$ cat src/rtl/pipe_hazard_ctrl_if.sv
// Hazard-control bundle between the datapath and pipe_hazard_ctrl.
// The datapath (master) presents hazard sources and consumes stall/flush
// controls. The controller (slave) does the reverse.
interface pipe_hazard_ctrl_if;
  logic [4:0] ID_rs;
  logic [4:0] ID_rt;
  logic       ID_UsesRt;
  logic       EX_MemRead;
  logic [4:0] EX_rt;
  logic       EX_MduStart;
  logic       ID_Redirect;
  logic       IF_InstrValid;

  logic       PC_WR;
  logic       IF_ID_WR;
  logic       ID_IFFlush;
  logic       ID_EX_Bubble;
  logic       ID_EX_WR;
  logic       EX_MEM_Bubble;
  logic       MduBusy;

  modport master (
    output ID_rs, ID_rt, ID_UsesRt, EX_MemRead, EX_rt, EX_MduStart,
           ID_Redirect, IF_InstrValid,
    input  PC_WR, IF_ID_WR, ID_IFFlush, ID_EX_Bubble, ID_EX_WR,
           EX_MEM_Bubble, MduBusy
  );

  modport slave (
    input  ID_rs, ID_rt, ID_UsesRt, EX_MemRead, EX_rt, EX_MduStart,
           ID_Redirect, IF_InstrValid,
    output PC_WR, IF_ID_WR, ID_IFFlush, ID_EX_Bubble, ID_EX_WR,
           EX_MEM_Bubble, MduBusy
  );
endinterface

$ cat src/rtl/pipe_hazard_ctrl.sv
// Stall/flush scheduler for the 5-stage pipeline: load-use stall, MDU
// occupancy, instruction-fetch wait and branch/jump redirect.
// Optional macro HAZ_FETCH_WAIT_EN enables the FETCH_WAIT state and the use
// of IF_InstrValid. Without it, fetch is treated as always valid.
// All outputs are combinational from state and inputs.
module pipe_hazard_ctrl #(
  parameter int MDU_LAT = 32,
  parameter int CNT_W   = 6
) (
  input  logic               clk,
  input  logic               rst_n,
  pipe_hazard_ctrl_if.slave  bus
);

  localparam logic [CNT_W-1:0] CNT_LOAD = CNT_W'(MDU_LAT - 1);
  localparam logic [CNT_W-1:0] CNT_ONE  = CNT_W'(1);

  typedef enum logic [1:0] {
    RUN        = 2'd0,
`ifdef HAZ_FETCH_WAIT_EN
    FETCH_WAIT = 2'd2,
`endif
    MDU_BUSY   = 2'd1
  } state_t;

  typedef struct packed {
    logic pc_wr;
    logic ifid_wr;
    logic flush_n;
    logic idex_bub;
    logic idex_wr;
    logic exmem_bub;
    logic busy;
  } ctrl_t;

  state_t           state;
  logic [CNT_W-1:0] mdu_cnt;
  ctrl_t            ctl;
  logic             lu;
  logic             valid;
  logic             waiting;

  // Load-use: the load in EX writes a register the ID instruction reads.
  assign lu = bus.EX_MemRead && (bus.EX_rt != 5'd0) &&
              ((bus.EX_rt == bus.ID_rs) ||
               (bus.ID_UsesRt && (bus.EX_rt == bus.ID_rt)));

`ifdef HAZ_FETCH_WAIT_EN
  assign valid   = bus.IF_InstrValid;
  // Inside an ongoing fetch wait the bubble in ID cannot stall on a load.
  assign waiting = (state == FETCH_WAIT) && !bus.IF_InstrValid;
`else
  logic unused_instr_valid;
  assign unused_instr_valid = bus.IF_InstrValid;
  assign valid   = 1'b1;
  assign waiting = 1'b0;
`endif

  // Control decode: MDU hold > load-use stall > fetch bubble/redirect > run.
  always_comb begin
    ctl = '{pc_wr: 1'b1, ifid_wr: 1'b1, flush_n: 1'b1, idex_bub: 1'b0,
            idex_wr: 1'b1, exmem_bub: 1'b0, busy: 1'b0};
    if (state == MDU_BUSY) begin
      ctl.pc_wr     = 1'b0;
      ctl.ifid_wr   = 1'b0;
      ctl.idex_wr   = 1'b0;
      ctl.exmem_bub = 1'b1;
      ctl.busy      = 1'b1;
    end else if (lu && !waiting) begin
      // Redirect is dropped here; the branch re-resolves after the stall.
      ctl.pc_wr    = 1'b0;
      ctl.ifid_wr  = 1'b0;
      ctl.idex_bub = 1'b1;
    end else if (!valid || bus.ID_Redirect) begin
      // Clear IF/ID; the PC only moves when there is a redirect target.
      ctl.pc_wr   = bus.ID_Redirect;
      ctl.flush_n = 1'b0;
    end
    // A flush must always be written into IF/ID.
    if (!ctl.flush_n) ctl.ifid_wr = 1'b1;
  end

  assign bus.PC_WR         = ctl.pc_wr;
  assign bus.IF_ID_WR      = ctl.ifid_wr;
  assign bus.ID_IFFlush    = ctl.flush_n;
  assign bus.ID_EX_Bubble  = ctl.idex_bub;
  assign bus.ID_EX_WR      = ctl.idex_wr;
  assign bus.EX_MEM_Bubble = ctl.exmem_bub;
  assign bus.MduBusy       = ctl.busy;

  // State and MDU occupancy counter; an MDU start wins over fetch wait.
  always_ff @(posedge clk or negedge rst_n) begin
    if (!rst_n) begin
      state   <= RUN;
      mdu_cnt <= '0;
    end else if (state == MDU_BUSY) begin
      if (mdu_cnt == '0) state   <= RUN;
      else               mdu_cnt <= mdu_cnt - CNT_ONE;
    end else if (bus.EX_MduStart) begin
      state   <= MDU_BUSY;
      mdu_cnt <= CNT_LOAD;
`ifdef HAZ_FETCH_WAIT_EN
    end else if (!valid && (waiting || !lu)) begin
      state <= FETCH_WAIT;
`endif
    end else begin
      state <= RUN;
    end
  end

endmodule
$ cat src/flat_wrapper.sv
// flat-port wrapper written by rule: the top's interface ports become plain ports
module pipe_hazard_ctrl_flat 
#(
  parameter int MDU_LAT = 32,
  parameter int CNT_W   = 6
)
  (clk, rst_n, bus_ID_rs, bus_ID_rt, bus_ID_UsesRt, bus_EX_MemRead, bus_EX_rt, bus_EX_MduStart, bus_ID_Redirect, bus_IF_InstrValid, bus_PC_WR, bus_IF_ID_WR, bus_ID_IFFlush, bus_ID_EX_Bubble, bus_ID_EX_WR, bus_EX_MEM_Bubble, bus_MduBusy);
  pipe_hazard_ctrl_if bus_i ();
  input  logic clk;
  input  logic rst_n;
  input wire logic [$bits(bus_i.ID_rs)-1:0] bus_ID_rs;
  input wire logic [$bits(bus_i.ID_rt)-1:0] bus_ID_rt;
  input wire logic [$bits(bus_i.ID_UsesRt)-1:0] bus_ID_UsesRt;
  input wire logic [$bits(bus_i.EX_MemRead)-1:0] bus_EX_MemRead;
  input wire logic [$bits(bus_i.EX_rt)-1:0] bus_EX_rt;
  input wire logic [$bits(bus_i.EX_MduStart)-1:0] bus_EX_MduStart;
  input wire logic [$bits(bus_i.ID_Redirect)-1:0] bus_ID_Redirect;
  input wire logic [$bits(bus_i.IF_InstrValid)-1:0] bus_IF_InstrValid;
  output wire logic [$bits(bus_i.PC_WR)-1:0] bus_PC_WR;
  output wire logic [$bits(bus_i.IF_ID_WR)-1:0] bus_IF_ID_WR;
  output wire logic [$bits(bus_i.ID_IFFlush)-1:0] bus_ID_IFFlush;
  output wire logic [$bits(bus_i.ID_EX_Bubble)-1:0] bus_ID_EX_Bubble;
  output wire logic [$bits(bus_i.ID_EX_WR)-1:0] bus_ID_EX_WR;
  output wire logic [$bits(bus_i.EX_MEM_Bubble)-1:0] bus_EX_MEM_Bubble;
  output wire logic [$bits(bus_i.MduBusy)-1:0] bus_MduBusy;
  assign bus_i.ID_rs = bus_ID_rs;
  assign bus_i.ID_rt = bus_ID_rt;
  assign bus_i.ID_UsesRt = bus_ID_UsesRt;
  assign bus_i.EX_MemRead = bus_EX_MemRead;
  assign bus_i.EX_rt = bus_EX_rt;
  assign bus_i.EX_MduStart = bus_EX_MduStart;
  assign bus_i.ID_Redirect = bus_ID_Redirect;
  assign bus_i.IF_InstrValid = bus_IF_InstrValid;
  assign bus_PC_WR = bus_i.PC_WR;
  assign bus_IF_ID_WR = bus_i.IF_ID_WR;
  assign bus_ID_IFFlush = bus_i.ID_IFFlush;
  assign bus_ID_EX_Bubble = bus_i.ID_EX_Bubble;
  assign bus_ID_EX_WR = bus_i.ID_EX_WR;
  assign bus_EX_MEM_Bubble = bus_i.EX_MEM_Bubble;
  assign bus_MduBusy = bus_i.MduBusy;
  pipe_hazard_ctrl #(.MDU_LAT(MDU_LAT), .CNT_W(CNT_W)) u_core (.clk(clk), .rst_n(rst_n), .bus(bus_i));
endmodule
$ cat config.mk
export PLATFORM = sky130hd
export DESIGN_NAME = pipe_hazard_ctrl_flat
export DESIGN_NICKNAME = d
export VERILOG_FILES = /design/src/rtl/pipe_hazard_ctrl_if.sv /design/src/rtl/pipe_hazard_ctrl.sv /design/src/flat_wrapper.sv
export SDC_FILE = /design/constraint.sdc
export NUM_CORES = 1
export LEC_CHECK = 0
export CAP_MARGIN = 20
export CORE_AREA = 8 8 45 47
export CTS_BUF_LIST = sky130_fd_sc_hd__clkbuf_4
export CTS_CLUSTER_SIZE = 16
export DETAILED_ROUTE_END_ITERATION = 8
export DIE_AREA = 0 0 53 55
export GPL_TIMING_DRIVEN = 0
export PLACE_DENSITY = 0.82
export REMOVE_ABC_BUFFERS = 1
export SYNTH_ARGS = -nofsm -noshare
export SYNTH_HDL_FRONTEND = slang
export SYNTH_SLANG_ARGS = --single-unit
$ cat constraint.sdc
create_clock -name clk -period 3.2 [get_ports clk]
set_clock_uncertainty 0.15 [all_clocks]
set_input_delay 0.8 -clock clk [delete_from_list [all_inputs] [get_ports clk]]
set_output_delay 0.8 -clock clk [all_outputs]
set_load 0.005 [all_outputs]
## After elaboration in Yosys (flattened, before gate mapping)

Index checks and enable logic that the tools add are counted.

- Bits of input ports: 22
- Memory bits (writable): 0
- Bits in read-only memories: 0
- Flip-flop bits (word level): 8
- Word-level logic and storage cells: 30
- Output and inout bits: 7
- Memories: 0
- Bits in latches: 0

- Mux-type cells: 14
- Shift-type cells: 0
- Reduce and logical (&&, ||, !) cells: 8
- Magnitude comparators: 0
- Add/sub/neg operators: 1
- Divide/modulo/power cells: 0
- $mul: 0
- Equal/unequal tests: 5
- Bitwise logic cells: 0

Operators by type and width:

| operator | number |
|---|---|
| $mux 6 | 3 |
| $eq 5x5->1 | 2 |
| $mux 2 | 4 |
| $logic_not 6->1 | 1 |
| $mux 1 | 6 |
| $sub 6x1->6 const B | 1 |
| $reduce_bool 5->1 | 1 |
| $ne 2x2->1 const B | 2 |
| $logic_and 1x1->1 | 3 |
| $mux 3 | 1 |
| $eq 2x1->1 const B | 1 |
| $reduce_and 2->1 | 1 |
| $reduce_bool 2->1 | 1 |
| $logic_or 1x1->1 | 1 |

## Depth between registers and ports, before layout

Gate-level depths: netlist of the first run.

- Depth in word-level cells: 7
- Depth in mapped cells: 6

## Worst setup path after synthesis of the first run

OpenSTA, ideal clock, no wires.

- Kind: input -> output
- Start: input bus_EX_rt[0]
- End: output bus_IF_ID_WR
- Path slack: 0.560 ns
- Buffers on the path: 0
- Stages on the path: 3
- Data required time: 2.250 ns
- Data arrival time: 1.690 ns
- Cells stage by stage: or4_1 -> o21ai_1 -> o21a_1

- Word-level cells in the longest chain between the ends: 7

RTL lines:

| element | line | text |
|---|---|---|
| start: declaration | flat_wrapper.sv:15 | `input wire logic [$bits(bus_i.EX_rt)-1:0] bus_EX_rt;` |
| $eq 5x5->1 | pipe_hazard_ctrl.sv:46 | `(bus.ID_UsesRt && (bus.EX_rt == bus.ID_rt)));` |
| $logic_and 1x1->1 | pipe_hazard_ctrl.sv:46 |  |
| $logic_or 1x1->1 | pipe_hazard_ctrl.sv:45 | `((bus.EX_rt == bus.ID_rs) \|\|` |
| $logic_and 1x1->1 (*) | pipe_hazard_ctrl.sv:44 | `assign lu = bus.EX_MemRead && (bus.EX_rt != 5'd0) &&` |
| $mux 1 | pipe_hazard_ctrl.sv:69 | `end else if (lu && !waiting) begin` |
| $mux 2 | pipe_hazard_ctrl.sv:63 | `if (state == MDU_BUSY) begin` |
| $mux 1 (*) | pipe_hazard_ctrl.sv:80 | `if (!ctl.flush_n) ctl.ifid_wr = 1'b1;` |
| end: declaration | flat_wrapper.sv:20 | `output wire logic [$bits(bus_i.IF_ID_WR)-1:0] bus_IF_ID_WR;` |

Every way passes the cells marked *; elsewhere a longest branch is shown, timed or not.

## Worst setup path after layout of the first run

- Start: input bus_ID_rs[1]
- End: output bus_ID_EX_Bubble

- Word-level cells in the longest chain between the ends: 5

RTL lines:

| element | line | text |
|---|---|---|
| start: declaration | flat_wrapper.sv:11 | `input wire logic [$bits(bus_i.ID_rs)-1:0] bus_ID_rs;` |
| $eq 5x5->1 | pipe_hazard_ctrl.sv:45 |  |
| $logic_or 1x1->1 | pipe_hazard_ctrl.sv:45 |  |
| $logic_and 1x1->1 | pipe_hazard_ctrl.sv:44 |  |
| $mux 1 | pipe_hazard_ctrl.sv:69 |  |
| $mux 2 | pipe_hazard_ctrl.sv:63 |  |
| end: declaration | flat_wrapper.sv:22 | `output wire logic [$bits(bus_i.ID_EX_Bubble)-1:0] bus_ID_EX_Bubble;` |

No other way between the ends.

==> metrics.md, run 1 <==
| Metric | Value |
|---|---|
| Critical Path Stages | 7 |
| Mapped Area | 533 um^2 |
| Placed Area | 808 um^2 |
| Sequential-to-total area share from yosys stat | 32.9% |
| CP max FO | 4 |
| Initial antenna violation count | 0 |
| GR Util met2 | 22.5% |
| CP max-delay cell | clkdlybuf4s50_1 |
| DR vias/cell | 5.43 |
| Io pins | 29 |
| Congestion Overflow GR | 0 |
| Synth warn | 0 |
| Synth top area share | 32.9% |
| Min-Delay Path Depth | 1 |
| Antenna viol nets, final | 0 |
| Crit end category | output pin |
| Final Hold Fails | 0 |
| Post-DP HPWL | 1380 um |
| Count of final setup violators | 0 |
| Leak | 0.373 nW |
| Placer Congestion | 0.797 |
| Top cells by area, synth | dfrtp_1, xor2_1, ha_1 |
| Area of the multi-input gates | 369 um^2 |
| Total die area | 2920 um^2 |
| Arrival @ worst endpoint | 2.13 ns |
| Syn Inst Count | 59 |
| GR Util met3 | 4.81% |
| Initial core utilization | 38.5% |
| CP startpoint kind | input port |
| Largest net degree at the start of global routing | 12 |
| DR DRC count | 0 |
| Cell taking the most area after synthesis | dfrtp_1 |
| F_max | 324 MHz |
| Total CTS buffers | 3 |
| Max-cap violation count | 0 |
| Worst Hold Class | reg2reg |
| Critical Path Max Stage Delay | 0.42 ns |
| Fillcell total | 125 |
| CTS tree | done |
| Slew HR | 71.6% |
| GRT Total Usage | 11.9% |
| Clk buf depth | 2 |
| PortBufs | 27 |
| Die height | 55 um |
| Worst r2r path cells | 4 |
| CORE AREA | 1380 um^2 |
| Post-layout instance area | 861 um^2 |
| PwrDens | 650 nW/um^2 |
| Seq cells post-synth | 7 |
| Worst Max-Slew Pin Slew | 0.421 ns |
| Routed via count | 570 |
| Global-route wire length before repair | 2500 um |
| WL/cell | 16.2 um |
| Met1 Use GR | 9.69% |
| Layout cells sized above 1 | 20.2% |
| Placed Cells | 100 |
| Place WS | -0.467 ns |
| Final critical-path setup slack | 0.117 ns |
| Worst-path clk slew | 0.05 ns |
| WS Path Type | in2out |
| Fin. max-slew vios | 0 |
| Fin cells | 105 |
| Die W | 53 um |
| Clock root cell | clkbuf_4 |
| Minimum clock period | 3.08 ns |
| Syn_area_per_cell | 9.03 um^2 |
| Vias in the first global route | 591 |
| First DRT Iteration DRCs | 11 |
| Drt first pass iters | 4 |
| Crit share post-route | 96.4% |
| Nets | 114 |
| FF+latch area | 175 um^2 |
| Cell family with most CP delay | buffers and inverters |
| Layout area overhead | 61.5% |
| Yosys cell types | 24 |
| Req. time, crit path | 2.25 ns |
| Total power | 0.000560 W |
| GR peak layer | met2 |
| Diodes inserted | 0 |
| Row Count | 14 |
| CTS Sinks | 7 |
| Worst-Skew Late Latency | 0.25 ns |
| WL final | 1710 um |
| Setup TNS | 0 ns |
| Critical Path, Cell by Cell | clkdlybuf4s50_1 > xor2_1 > nor3_1 > a32oi_2 > buf_4 > nor3_2 > buf_2 |
| WP buf/inv | 3 |
| H-Tree Depth | 1 |
| Status | completed |
| Peak supply drop | 0.000378 V |
[cell usage after synthesis, drive strengths merged]
| cell | number |
|---|---|
| o211ai | 3 |
| ha | 2 |
| inv | 4 |
| o32ai | 1 |
| a32oi | 1 |
| a41oi | 1 |
| buf | 2 |
| o21ai | 3 |
| nand2b | 1 |
| nor2 | 2 |
| nor4 | 1 |
| and3 | 1 |
| a311oi | 1 |
| or4 | 1 |
| xnor2 | 2 |
| nor2b | 1 |
| nand2 | 4 |
| o21a | 3 |
| nor3 | 5 |
| xor2 | 10 |
| a21oi | 2 |
| or3 | 1 |
| dfrtp | 7 |
[sequential cells by signal, indices dropped and copies added (netlist names)]
name	flops
u_core.mdu_cnt	6
u_core.state	1
[placed cells by master (no fill, tap or decap)]
| cell type | synthesis | final |
|---|---|---|
| o32ai_1 | 1 | 1 |
| dlymetal6s2s_1 | 0 | 2 |
| buf_4 | 2 | 1 |
| dlygate4sd2_1 | 0 | 5 |
| a32oi_2 | 0 | 1 |
| a41oi_1 | 1 | 1 |
| or4_4 | 0 | 1 |
| xor2_2 | 0 | 1 |
| o21ai_0 | 2 | 2 |
| o211ai_1 | 3 | 3 |
| clkbuf_4 | 0 | 4 |
| nor3_1 | 5 | 4 |
| clkbuf_2 | 0 | 2 |
| nand2_1 | 4 | 4 |
| xor2_1 | 10 | 9 |
| o21a_1 | 3 | 3 |
| inv_1 | 4 | 4 |
| a21oi_1 | 2 | 2 |
| or3_4 | 1 | 1 |
| nor3_2 | 0 | 1 |
| clkdlybuf4s50_1 | 0 | 15 |
| and3_2 | 1 | 1 |
| nor4_2 | 0 | 1 |
| nor2b_1 | 1 | 1 |
| dfrtp_1 | 7 | 7 |
| o21ai_4 | 0 | 1 |
| a311oi_1 | 1 | 1 |
| ha_1 | 2 | 2 |
| nor2_1 | 2 | 2 |
| buf_2 | 0 | 3 |
| nand2b_1 | 1 | 1 |
| xnor2_1 | 2 | 2 |
[stage by stage]
step / util, % / hold slack, ns
3_3_place_gp: 58.4 / 0.380
6_report: 62.2 / 0.397
2_1_floorplan: - / 0.339
4_1_cts: 60.9 / 0.401
5_1_grt: 62.2 / 0.411
3_5_place_dp: 58.4 / 0.388
[final timing paths]
path	startpoint	to	slack (ns)
max	bus_ID_rs[1]	bus_ID_EX_Bubble	0.12
min	u_core.mdu_cnt[4]$_DFFE_PN0P_	u_core.mdu_cnt[4]$_DFFE_PN0P_	0.40
max reg2reg	u_core.mdu_cnt[2]$_DFFE_PN0P_	u_core.mdu_cnt[4]$_DFFE_PN0P_	1.45
min reg2reg	u_core.mdu_cnt[4]$_DFFE_PN0P_	u_core.mdu_cnt[4]$_DFFE_PN0P_	0.40
max in group asynchronous	rst_n	u_core.mdu_cnt[5]$_DFFE_PN0P_	1.99
min in group asynchronous	rst_n	u_core.mdu_cnt[4]$_DFFE_PN0P_	0.66
[timing repair]
action / in CTS / in global routing
hold buffers: 0 / 0
pin swaps: 6 / 3
setup buffers: 1 / 0
resized for setup: 24 / 8
setup endpoints to repair: 4 / 4
[cells by family after synthesis]
| logic type | Yosys count | share of synthesized area, % |
|---|---|---|
| AOI/OAI and AO/OA | 15 | 19.7 |
| buffers and inverters | 6 | 5.63 |
| xor gates and xnor gates | 12 | 19.7 |
| adders and majority gates | 2 | 4.69 |
| DFF | 7 | 32.9 |
| and+or+nand+nor | 17 | 17.4 |
[power by group]
part           switching (W)  internal [W]
clock network      0.0000303     0.0000559
registers          0.0000574      0.000134
logic               0.000135      0.000147
total               0.000223      0.000337
[area by class of cell]
cell class | instances | area share [%]
timing repair buffer | 28 | 29.2
clock buffer | 4 | 3.49
multi-input combinational | 46 | 42.9
tap | 16 | 2.33
inverter | 4 | 1.74
sequential | 7 | 20.3
[layer usage]
metal	vias up	wire length [um]
li1	269	-
met2	27	938
met5	-	0
met1	264	536
met4	0	115
met3	10	115
[worst register-to-register path: stages, from the launching register on]
cell,delay [ns]
dfrtp_1,0.42
or3_4,0.43
o21a_1,0.23
a311oi_1,0.31
a41oi_1,0.07
Note: power is estimated with default switching activity, not from simulation.
==> inputs of run 2 (changes only) <==
- GPL_ROUTABILITY_DRIVEN: default -> 0
==> results of run 2 <==
Same layout as run 1: the final DEF is identical, and so are final timing and power.
